`src/rtl/dispatch_queue.sv`:
```
// dispatch_queue: DEPTH-entry decode-to-EX FIFO with N_FU auxiliary-unit handshakes at the head
module dispatch_queue #(
  parameter int DATA_WIDTH = 160,
  parameter int DEPTH = 4,
  parameter int N_FU = 3,
  localparam int CW = $clog2(DEPTH + 1)
) (
  input  logic                  clk,
  input  logic                  reset,
  input  logic                  flush,
  input  logic                  valid_in,
  output logic                  ready_out,
  input  logic [DATA_WIDTH-1:0] data_in,
  input  logic [N_FU-1:0]       fu_sel_in,
  output logic                  valid_out,
  input  logic                  ready_in,
  output logic [DATA_WIDTH-1:0] data_out,
  output logic [N_FU-1:0]       valid_out_fu,
  input  logic [N_FU-1:0]       ready_in_fu,
  output logic [CW-1:0]         count
);
  localparam int PW = $clog2(DEPTH);
  logic [N_FU+DATA_WIDTH-1:0] mem [DEPTH];
  logic [PW-1:0] wr_ptr, rd_ptr;
  logic [N_FU-1:0] done, sel, pending;
  logic not_empty, push, pop;
  always_comb begin
    not_empty = count != '0;
    sel = mem[rd_ptr][N_FU+DATA_WIDTH-1:DATA_WIDTH];
    pending = sel & ~done;
    ready_out = count < CW'(DEPTH);
    data_out = not_empty ? mem[rd_ptr][DATA_WIDTH-1:0] : '0;
    valid_out_fu = (not_empty && !flush) ? pending : '0;
    valid_out = not_empty && !flush && pending == '0;
    push = valid_in && ready_out && !flush;
    pop = valid_out && ready_in;
  end
  always_ff @(posedge clk)
    if (push) mem[wr_ptr] <= {fu_sel_in, data_in};
  always_ff @(posedge clk) begin
    if (reset || flush) begin
      count <= '0;
      wr_ptr <= '0;
      rd_ptr <= '0;
      done <= '0;
    end else begin
      count <= count + CW'(push) - CW'(pop);
      if (push) wr_ptr <= wr_ptr + PW'(1);
      if (pop) rd_ptr <= rd_ptr + PW'(1);
      done <= pop ? '0 : done | (valid_out_fu & ready_in_fu);
    end
  end
endmodule
```
`config.mk`:
```
export PLATFORM = sky130hd
export DESIGN_NAME = dispatch_queue
export DESIGN_NICKNAME = d
export VERILOG_FILES = /design/src/rtl/dispatch_queue.sv
export SDC_FILE = /design/constraint.sdc
export NUM_CORES = 1
export LEC_CHECK = 0
export ABC_AREA = 1
export ABC_CLOCK_PERIOD_IN_PS = 7300
export BUFFER_PORTS_ARGS = -buffer_cell sky130_fd_sc_hd__buf_2
export CAP_MARGIN = 0
export CORE_UTILIZATION = 45
export CTS_CLUSTER_DIAMETER = 100
export DETAILED_ROUTE_END_ITERATION = 10
export GPL_ROUTABILITY_DRIVEN = 1
export PLACE_DENSITY = 0.67
export SLEW_MARGIN = 20
export SYNTH_ARGS = -nofsm -noshare
export SYNTH_HDL_FRONTEND = slang
export SYNTH_SLANG_ARGS = --single-unit
```
`constraint.sdc`:
```
create_clock -name clk -period 7.3 [get_ports clk]
set_input_delay 0.365 -clock clk [delete_from_list [all_inputs] [get_ports clk]]
set_output_delay 0.365 -clock clk [all_outputs]
set_load 0.02 [all_outputs]
```
# After elaboration in Yosys (flattened, before gate mapping)

Memories as Yosys holds them, arrays and structs flattened. A register that Yosys moved wholly into a read port is not among the register bits.
Index checks and enable logic that the tools add are counted.

Register bits after elaboration: 10
Memory bits (writable): 652
Input bits: 171
Output and inout bits: 168
Word-level logic and storage cells: 30
Memories: 1

Memory list:

| name | depth | bits a word | rd ports | clocked after memory_dff | write ports | line | source |
|---|---|---|---|---|---|---|---|
| mem  | 4     | 163         | 1        | 1                        | 1           | 23   | `logic [N_FU+DATA_WIDTH-1:0] mem [DEPTH];` |

Add/sub/neg operators: 4
$lt $le $gt $ge: 1
Mux-type cells: 6
Bitwise operators: 4
Reduce and logical (&&, ||, !) cells: 10

Operators by type and width:

| cell                  | count |
|---|---|
| $mux W160             | 1 |
| $and A3 B3 Y3         | 2 |
| $logic_and A1 B1 Y1   | 5 |
| $add A2 B1 Y2 const B | 2 |
| $mux W2               | 2 |
| $add A3 B1 Y3         | 1 |
| $logic_not A3 Y1      | 1 |
| $lt A3 B3 Y1 const B  | 1 |
| $mux W3               | 1 |
| $not A3 Y3            | 1 |
| $or A3 B3 Y3          | 1 |
| $reduce_bool A3 Y1    | 1 |
| $sub A3 B1 Y3         | 1 |
| $mux W1               | 2 |
| $reduce_or A2 Y1      | 1 |
| $logic_not A1 Y1      | 1 |
| $logic_or A1 B1 Y1    | 1 |

# Depth between registers and ports, before layout

Gate-level depths: netlist of the first run.

Word-level depth: 7
Depth in mapped cells: 18
Depth with buffers taken out: 16

# Least setup slack after synthesis of the first run

OpenSTA, ideal clock, no wires.

Path kind: reg-to-reg
Start point: register count[2]
End point: memory mem[0][0] (netlist name), enable pin
Library setup time: 0.689 ns
Data arrival time: 7.472 ns
Data required time: 6.611 ns
Path slack: -0.861 ns
Cell stages (with the launch flop): 4
Buffers on the path: 0
Period minus slack after synthesis: 8.161 ns
Cell sequence: dfxtp_1 nor2_1 nand2_1 nor2_1

Cells in the longest elaborated chain, start to end: 5

RTL lines:

| item                             | line | source |
|---|---|---|
| start, declared                  | 20   | `output logic [CW-1:0] count` |
| start signal, assigned           | 47   | `count <= count + CW'(push) - CW'(pop);` |
| $lt A3 B3 Y1                     | 31   | `ready_out = count < CW'(DEPTH);` |
| $logic_and A1 B1 Y1 (2 in a row) | 35   | `push = valid_in && ready_out && !flush;` |
| $mux W1                          | 39   | `if (push) mem[wr_ptr] <= {fu_sel_in, data_in};` |
| $mux W1 (not written as such)    | 39   |  |
| end, declared                    | 23   |  |

Every way passes these cells.

==> results.cfg, run 1 <==
[routing]
drtPass1Iterations = 6
num_vias = 17100
vias_per_cell = 5.178
drt_wl_total_mm = 61.02
drt-met1-wl_mm = 25.35
avgRoutedWirePerCell_um = 18.48
antenna_left = 0
highest_layer = met5
drc_errors = 0
wl_met3_mm = 4.032
routed-wl-met2_mm = 30.52
drt_iter0_drc = 1361

[sta]
drv_slew = 0
skew_ps = 17.25
max_freq_ghz = 0.2239
slew_headroom_pct = 24.99
finalWorstSetupSlack_ps = 2833
fin_crit_sh_pct = 61.19
setup-violations-final = 0
hold_viol_final = 0
rsz0062_at_grt = false
min_period_ps = 4467
worstMarginPinSlew_ps = 1125

[min_path]
min_from = ready_in_fu[0]
hold_class = input pin to flip-flop
hold_end = done[0]
hold_depth = 3

[yosys]
yosys-top-cells-count = nor2_1 (658), edfxtp_1 (652), o21ai_0 (323)
synth_top_area_cell = edfxtp_1
yosysWarnings = 0
syn_area_per_cell_um2 = 12.86
synth-seq-cells = 664
syn-instance-count = 2015
synth_cell_types = 21
yosysSeqAreaShare_pct = 76.50
synth.net_count = 2193
yosysMostFrequentCell = nor2_1
syn_area_um2 = 25910
ys_async_sr_fraction_pct = 0
synth-edff-count = 652
synth_area_leaders = edfxtp_1 (76%), nor2_1 (9.5%), o21ai_0 (6.2%), a21oi_1 (3.2%), buf_6 (1.1%)
synth_top_cell_area_share_pct = 75.58
synth_ff_type = edfxtp_1

[setup_path]
crit-reg2reg-capture = count[2]
path_cells = buf_4 > buf_4 > nor2_1 > nor2_1 > o21ai_0 > a21oi_1 > buf_2
worst_setup_path_end_kind = output port
crit_buf_inv = 3
path_delay_family = buffers and inverters
critPathMaxFanout = 95
critPathRequiredTime_ps = 6930
max_stage_delay_ps = 920
start_kind = flip-flop
crit_type = flip-flop to output port
critPathArrivalTime_ps = 4100
r2r_cells = 16
r2r_slack_ps = 3660
slowest_stage = buf_4

[clock_network]
cts_buffers = 69
cts.sinks = 664
clk_pin_slew_ps = 60
clockBufferDepth = 3
htree_levels = 3
clockRootBuffer = clkbuf_16
ctsResizeCount = 0
cts_tree = done
clock_latency_ps = 580

[finish]
fin_area_um2 = 31970
final_cells = 3302
area_growth_pct = 23.42
layout.nets = 2664
drive_gt1_share_pct = 18.54
utilization_pct = 56.49
fill_cells = 4561

[outcome]
status = complete, no violations

[flow_run]
cap_violations = 0

[power]
ir_drop_v = 0.0001323
p_leak_nw = 11.77
powerDensity_nw_per_um2 = 253.4

[floorplan]
die_w_um = 241.9
initial_core_util_pct = 45.77
dieArea_um2 = 58530
row_count = 87
die_h_um = 241.9
ios = 339
fp.coreArea_um2 = 56600

[placement]
dp_cells = 3006
port-buffer-count = 338
gp_congestion = 0.7847
post-place-ws_ps = 3466
place_area_um2 = 28050
place_hpwl_mm = 32.08

[global_routing]
antenna_found_initial = 7
grt_pass1_wl_mm = 95.01
track_usage_pct = 20.69
grt_max_degree = 210
first_global_vias = 17390
globalRouteOverflowTotal = 0
-- layer usage --
| layer | up-vias | global-route usage, % |
|---|---|---|
| met5 | - | 0 |
| met4 | 2 | 6.720 |
| met3 | 73 | 3.755 |
| met2 | 581 | 35.29 |
| met1 | 8359 | 26.80 |
| li1 | 8084 | - |
-- repair_timing --
action / CTS / global route
hold buffers: 165 / 0
setup buffers: 0 / 0
endpoints found under the hold margin: 651 / 0
-- worst reg2reg max path, stage by stage (launching register included) --
cell	delay, ps
dfxtp_4	830
buf_4	830
nand2_1	160
nand3_1	110
nand2_1	110
nand2_2	100
nand2_4	70
nor2_8	150
nand2_2	90
inv_1	60
ha_1	110
inv_1	40
ha_1	190
fa_1	400
inv_1	80
o21ai_0	90
a21oi_1	150
-- state kept, by name (all words and copies together), names as in the netlist, named ones only --
register and count:
rd_ptr 2, count 3, done 3, mem 652
wr_ptr 2
-- power breakdown --
group          total, mW  switching [mW]  leakage (nW)  internal [mW]
clock               3.47            1.38          1.10           2.10
combinational      0.359           0.216          4.65          0.142
sequential          4.27          0.0139          6.02           4.26
total               8.10            1.61          11.8           6.49
-- stage by stage --
step / hold WS [ps] / power, mW / setup TNS [ps]
detailed placement: 481.3 / 4.633 / 0
finish: 51.84 / 8.102 / 0
CTS: 7.913 / 8.184 / 0
global route: 47.53 / 8.358 / 0
floorplan: 448.1 / 4.497 / -561440
global placement: 465.0 / 4.623 / 0
-- cells by family after synthesis --
family / after synthesis / share of synthesized area [%]
buf+inv: 158 / 3.328
simple gates: 694 / 10.28
compound gates: 491 / 9.486
flops: 664 / 76.50
xor+xnor: 1 / 0.03381
fa+ha+maj: 7 / 0.3671
-- worst max path at each step --
stage                     slack (ps)      start  cells after the start             to
after detailed placement        3470  flip-flop                      7  data_out[152]
after global placement          3530  flip-flop                      7   data_out[32]
after CTS                       2810  flip-flop                      7  data_out[152]
after global routing            2490  flip-flop                      7  data_out[152]
after floorplan                 -860   count[2]                      3      mem[0][0]
final                           2830  flip-flop                      7  data_out[107]
-- area by class of cell --
type / instances / area (um^2) / share of cell area, %
well taps: 756 / 945.9 / 2.958
multi-input cells: 1193 / 5261 / 16.46
repair buffers: 524 / 3530 / 11.04
clock inverters: 33 / 377.9 / 1.182
diodes: 6 / 15.01 / 0.04696
flip-flops and latches: 664 / 19830 / 62.01
inverters: 34 / 140.1 / 0.4383
clock buffers: 92 / 1877 / 5.870
-- layout by cell type (no fill, tap or decap) --
cell type      instances
buf_2                338
diode_2                6
bufinv_16              8
clkinv_2              10
nand2_4                2
fa_1                   1
nor2_1               654
nand3_1                7
clkinv_1              10
buf_4                 18
ha_1                   6
inv_6                  4
dlygate4sd3_1        165
edfxtp_1             652
inv_1                 32
o21ai_0              323
clkbuf_16             72
nand2_1               20
nor2_8                 1
nor2_4                 4
dfxtp_1               10
nand2_2                5
nor3_4                 1
clkinvlp_4             1
buf_12                 2
xor2_1                 1
a21oi_1              168
dfxtp_4                2
inv_8                  1
clkinv_8               1
buf_6                  1
clkbuf_1              20
No activity file was read; power rests on OpenSTA's default activity.
==> run 2: changes to the inputs <==
--- a/config.mk
+++ b/config.mk
@@ -6,14 +6,13 @@
 export NUM_CORES = 1
 export LEC_CHECK = 0
 export ABC_AREA = 1
-export ABC_CLOCK_PERIOD_IN_PS = 7300
+export ABC_CLOCK_PERIOD_IN_PS = 4200
 export BUFFER_PORTS_ARGS = -buffer_cell sky130_fd_sc_hd__buf_2
 export CAP_MARGIN = 0
 export CORE_UTILIZATION = 45
 export CTS_CLUSTER_DIAMETER = 100
 export DETAILED_ROUTE_END_ITERATION = 10
 export GPL_ROUTABILITY_DRIVEN = 1
-export PLACE_DENSITY = 0.67
 export SLEW_MARGIN = 20
 export SYNTH_ARGS = -nofsm -noshare
 export SYNTH_HDL_FRONTEND = slang
==> constraint.sdc (replaced) <==
create_clock -name clk -period 4.2 [get_ports clk]
set_input_delay 0.21 -clock clk [delete_from_list [all_inputs] [get_ports clk]]
set_output_delay 0.21 -clock clk [all_outputs]
set_load 0.02 [all_outputs]
==> results.cfg, run 2 (synthesis gave the netlist of run 1 again) <==
[finish]
final_common_cell = nor2_1
layout.nets = 2673
largest_reg_flops = 652
drive_gt1_share_pct = 18.61
antenna_cells = 0
reg_top3 = mem (652), count (3), done (3)
largest_register = mem
final_cell_mix = nor2_1 (654), edfxtp_1 (652), buf_2 (338)
area_growth_pct = 23.70
fill_cells = 4678

[flow_run]
cap_violations = 0

[routing]
avgRoutedWirePerCell_um = 18.88
drc_errors = 0
vias_per_cell = 5.145
antenna_left = 0
drtPass1Iterations = 7
drt_iter0_drc = 1116
num_vias = 16990
drt_wl_total_mm = 62.37

[clock_network]
clockRootBuffer = clkbuf_16
cts_buffers = 71
clock_latency_ps = 610
htree_levels = 3
cts_tree = done
hold_buffers = 172
clockBufferDepth = 3
clk_pin_slew_ps = 60
ctsResizeCount = 0
cts.sinks = 664
post_cts_buffers = 0

[outcome]
status = complete, no violations

[global_routing]
first_global_vias = 16730
globalRouteOverflowTotal = 0
antenna_found_initial = 4
grt_max_degree = 241
track_usage_pct = 21.12
grt_pass1_wl_mm = 95.47

[floorplan]
row_count = 87
die_w_um = 241.9
dieArea_um2 = 58530
fp.coreArea_um2 = 56600
die_h_um = 241.9
ios = 339
initial_core_util_pct = 45.77

[setup_path]
critPathMaxFanout = 190
start_kind = flip-flop
critPathArrivalTime_ps = 3300
crit_type = flip-flop to output port
critPathRequiredTime_ps = 3990
worst_setup_path_end_kind = output port

[placement]
post-place-ws_ps = 1238
port-buffer-count = 338
place_hpwl_mm = 31.57
gp_congestion = 0.7592

[sta]
skew_ps = 19.51
setup_tns_ps = 0
timing.hold.ws_ps = 51.85
drv_slew = 0
setup-violations-final = 0
worstMarginPinSlew_ps = 951.7
slew_headroom_pct = 36.55
fin_crit_sh_pct = 83.59
finalWorstSetupSlack_ps = 689.2
hold_viol_final = 0
min_period_ps = 3511
max_freq_ghz = 0.2848
rsz0062_at_grt = false

[min_path]
hold_class = input pin to flip-flop

[power]
ir_drop_v = 0.0004942
powerDensity_nw_per_um2 = 435.2
p_leak_nw = 11.82
total_power_mw = 13.95
-- run 2: cell count changes in the layout (fill, tap and decap cells not counted), moves of 2 or more --
| cell | delta |
|---|---|
| dlygate4sd3_1 | +7 |
| buf_4 | -6 |
| bufinv_16 | -5 |
| clkinv_1 | +2 |
| clkbuf_1 | -5 |
| clkinv_2 | +4 |
| clkbuf_16 | +3 |
| diode_2 | -6 |
| clkinv_4 | +3 |
| buf_12 | +5 |
-- run 2: final timing paths --
kind | from | to | slack, ps | cells after the start
max | flip-flop | data_out[66] | 690 | 6
min | flush | count[1] | 50 | 4
max reg2reg | flip-flop | count[2] | 1280 | 15
min reg2reg | rd_ptr[0] | flip-flop | 500 | 2
-- run 2: power breakdown --
part	internal [mW]	switching [mW]
logic	0.250	0.378
clock network	3.44	2.46
registers	7.40	0.0233
total	11.1	2.86
-- run 2: per-layer routing --
metal  up-vias  part of all wire [%]  global-route usage (%)
li1       8100                     -                       -
met1      8291                    43                   28.67
met2       505                    48                   34.24
met3        90                   6.5                   4.276
met4         8                   2.1                   6.813
met5         -                 0.093                       0
-- run 2: critical path: stages, from the launching register on --
cell and delay, ps:
dfxtp_4 490, inv_8 400, buf_12 280, buf_16 440, o21ai_0 200, a21oi_1 280
buf_2 220
-- run 2: area by class of cell --
type | instances | area, um^2 | share of cell area, %
Sequential cell | 664 | 19830 | 61.87
Inverter | 34 | 140.1 | 0.4373
Timing Repair Buffer | 531 | 3682 | 11.49
Clock buffer | 90 | 1933 | 6.032
Tap cell | 756 | 945.9 | 2.952
Multi-Input combinational cell | 1193 | 5261 | 16.42
Clock inverter | 35 | 257.7 | 0.8043
-- run 2: stage by stage --
step | utilization (%) | instance area, um^2 | instances
finish | 56.62 | 32050 | 3303
global route | 56.62 | 32050 | 3303
CTS | 56.56 | 32020 | 3302
detailed placement | 49.65 | 28100 | 3005
global placement | 49.65 | 28100 | 3005
floorplan | - | 25920 | 2015
==> run 3: changes to the inputs <==
--- a/config.mk
+++ b/config.mk
@@ -5,14 +5,15 @@
 export SDC_FILE = /design/constraint.sdc
 export NUM_CORES = 1
 export LEC_CHECK = 0
-export ABC_AREA = 1
-export ABC_CLOCK_PERIOD_IN_PS = 4200
+export ABC_AREA = 0
+export ABC_CLOCK_PERIOD_IN_PS = 3200
 export BUFFER_PORTS_ARGS = -buffer_cell sky130_fd_sc_hd__buf_2
 export CAP_MARGIN = 0
 export CORE_UTILIZATION = 45
 export CTS_CLUSTER_DIAMETER = 100
 export DETAILED_ROUTE_END_ITERATION = 10
 export GPL_ROUTABILITY_DRIVEN = 1
+export PLACE_DENSITY = 0.67
 export SLEW_MARGIN = 20
 export SYNTH_ARGS = -nofsm -noshare
 export SYNTH_HDL_FRONTEND = slang
==> constraint.sdc (replaced) <==
create_clock -name clk -period 3.2 [get_ports clk]
set_input_delay 0.16 -clock clk [delete_from_list [all_inputs] [get_ports clk]]
set_output_delay 0.16 -clock clk [all_outputs]
set_load 0.02 [all_outputs]
==> results.cfg, run 3 <==
[placement]
gp_congestion = 0.7479
place_area_um2 = 27860
post-place-ws_ps = 365.2
port-buffer-count = 338
place_hpwl_mm = 27.41
dp_cells = 2157

[finish]
fin_area_um2 = 31730
largest_register = mem
reg_top3 = mem (652), count (3), done (3)
final_common_cell = edfxtp_1
area_growth_pct = 26.11
final_cells = 2447
largest_reg_flops = 652
fill_cells = 4047
layout.nets = 1829
drive_gt1_share_pct = 36.65
final_cell_mix = edfxtp_1 (652), buf_2 (338), dlygate4sd3_1 (171)
utilization_pct = 57.48

[global_routing]
antenna_found_initial = 4
track_usage_pct = 18.04
grt_pass1_wl_mm = 77.36
globalRouteOverflowTotal = 0
grt_max_degree = 164
first_global_vias = 13640

[routing]
drt_wl_total_mm = 50.85
vias_per_cell = 5.128
avgRoutedWirePerCell_um = 20.78
num_vias = 12550
drtPass1Iterations = 4
drt_iter0_drc = 710
antenna_left = 0
drc_errors = 0

[yosys]
synth.net_count = 1286
synth_top_area_cell = edfxtp_1
yosysSeqAreaShare_pct = 78.77
synth_top_cell_area_share_pct = 77.82
synth_cell_types = 28
yosys-top-cells-count = edfxtp_1 (652), mux4_2 (162), nor2b_1 (161)
synth_ff_type = edfxtp_1
syn_area_per_cell_um2 = 22.71
syn-instance-count = 1108
synth-edff-count = 652
syn_area_um2 = 25160
yosysWarnings = 0
synth_area_leaders = edfxtp_1 (78%), mux4_2 (15%), nor2b_1 (4.0%), dfxtp_1 (0.95%), clkbuf_1 (0.52%)
ys_async_sr_fraction_pct = 0
yosysMostFrequentCell = edfxtp_1
synth-seq-cells = 664

[sta]
setup-violations-final = 0
worstMarginPinSlew_ps = 935.4
setup_tns_ps = 0
finalWorstSetupSlack_ps = 221.7
hold_viol_final = 0
slew_headroom_pct = 37.64
timing.hold.ws_ps = 38.15
min_period_ps = 2978
rsz0062_at_grt = false
max_freq_ghz = 0.3358
fin_crit_sh_pct = 93.07
drv_slew = 0
skew_ps = 12.16

[clock_network]
clockRootBuffer = clkbuf_16
htree_levels = 3
cts_tree = done
post_cts_buffers = 0
clockBufferDepth = 3
cts_buffers = 69
clk_pin_slew_ps = 60
cts.sinks = 664
clock_latency_ps = 580

[floorplan]
initial_core_util_pct = 45.58
die_w_um = 238.5
die_h_um = 238.5
dieArea_um2 = 56860
fp.coreArea_um2 = 55200
ios = 339
row_count = 86

[outcome]
status = complete, no violations

[power]
ir_drop_v = 0.0004972
p_leak_nw = 10.76
total_power_mw = 18.10
powerDensity_nw_per_um2 = 570.5

[setup_path]
critPathArrivalTime_ps = 2820
start_kind = flip-flop
critPathMaxFanout = 44
max_stage_delay_ps = 580
crit_type = flip-flop to output port
worst_setup_path_end_kind = output port
path_cells = buf_4 > clkbuf_8 > mux4_2 > nor2b_1 > buf_2
critPathRequiredTime_ps = 3040
r2r_slack_ps = 340
slowest_stage = mux4_2

[min_path]
hold_class = input pin to flip-flop

[flow_run]
cap_violations = 0
-- run 3: cell count changes after synthesis, sizes merged, moves of 6 or more --
cell	previous run	this run
nor2	659	7
o21ai	323	0
a21oi	168	1
mux4	0	162
nor2b	0	161
buf	81	21
inv	34	9
nand2	27	5
clkbuf	43	35
nand3	7	0
and2	0	6
-- run 3: per-layer routing --
metal | GRT usage [%] | up-vias | part of all wire [%] | wire length [um]
met2 | 29.70 | 401 | 49 | 25010
met4 | 5.322 | 6 | 2.0 | 1037
met3 | 5.484 | 76 | 7.3 | 3737
li1 | - | 5614 | - | -
met1 | 23.16 | 6452 | 41 | 21030
met5 | 0 | - | 0.063 | 32
-- run 3: what timing repair did --
item / 4_1_cts / 5_1_grt
resized for setup: 1 / 1
hold buffers: 171 / 0
endpoints found under the hold margin: 662 / 0
endpoints found under the setup margin: 44 / 2
-- run 3: worst max-delay path, delay by kind of cell (launching register included) --
family        cells  cell delay (ps)
buf+inv           3             1060
flops             1              380
mux               1              580
simple gates      1              160
-- run 3: cells by family after synthesis --
kind of cell               count (synthesis)  synth area share [%]
xor gates and xnor gates                   3                0.1045
adders and majority gates                  7                0.3780
AOI/OAI and AO/OA                          6                0.1741
muxes                                    167                 14.70
buffers and inverters                     65                 1.059
DFF                                      664                 78.77
and+or+nand+nor                          196                 4.809
-- run 3: worst paths after layout --
check,startpoint,cells past startpoint,endpoint
hold reg to reg,rd_ptr[1],2,flip-flop
hold / removal,flush,3,flip-flop
setup / recovery,flip-flop,5,data_out[74]
setup reg to reg,flip-flop,10,count[2]
-- run 3: area by class of cell --
class                      instances  area (um^2)  share of cell area [%]
sequential                       664        19830                   62.49
multi-input combinational        379         5089                   16.04
timing repair buffer             528         3690                   11.63
clock buffer                      89         1866                   5.880
tap                              748        935.9                   2.950
clock inverter                    28        282.8                  0.8912
inverter                           9        33.78                  0.1065
antenna                            2        5.005                 0.01577
-- run 3: power breakdown --
group,internal (mW),switching [mW]
Combinational,0.395,0.424
Clock,4.45,3.12
Sequential,9.69,0.0269
Total,14.5,3.57
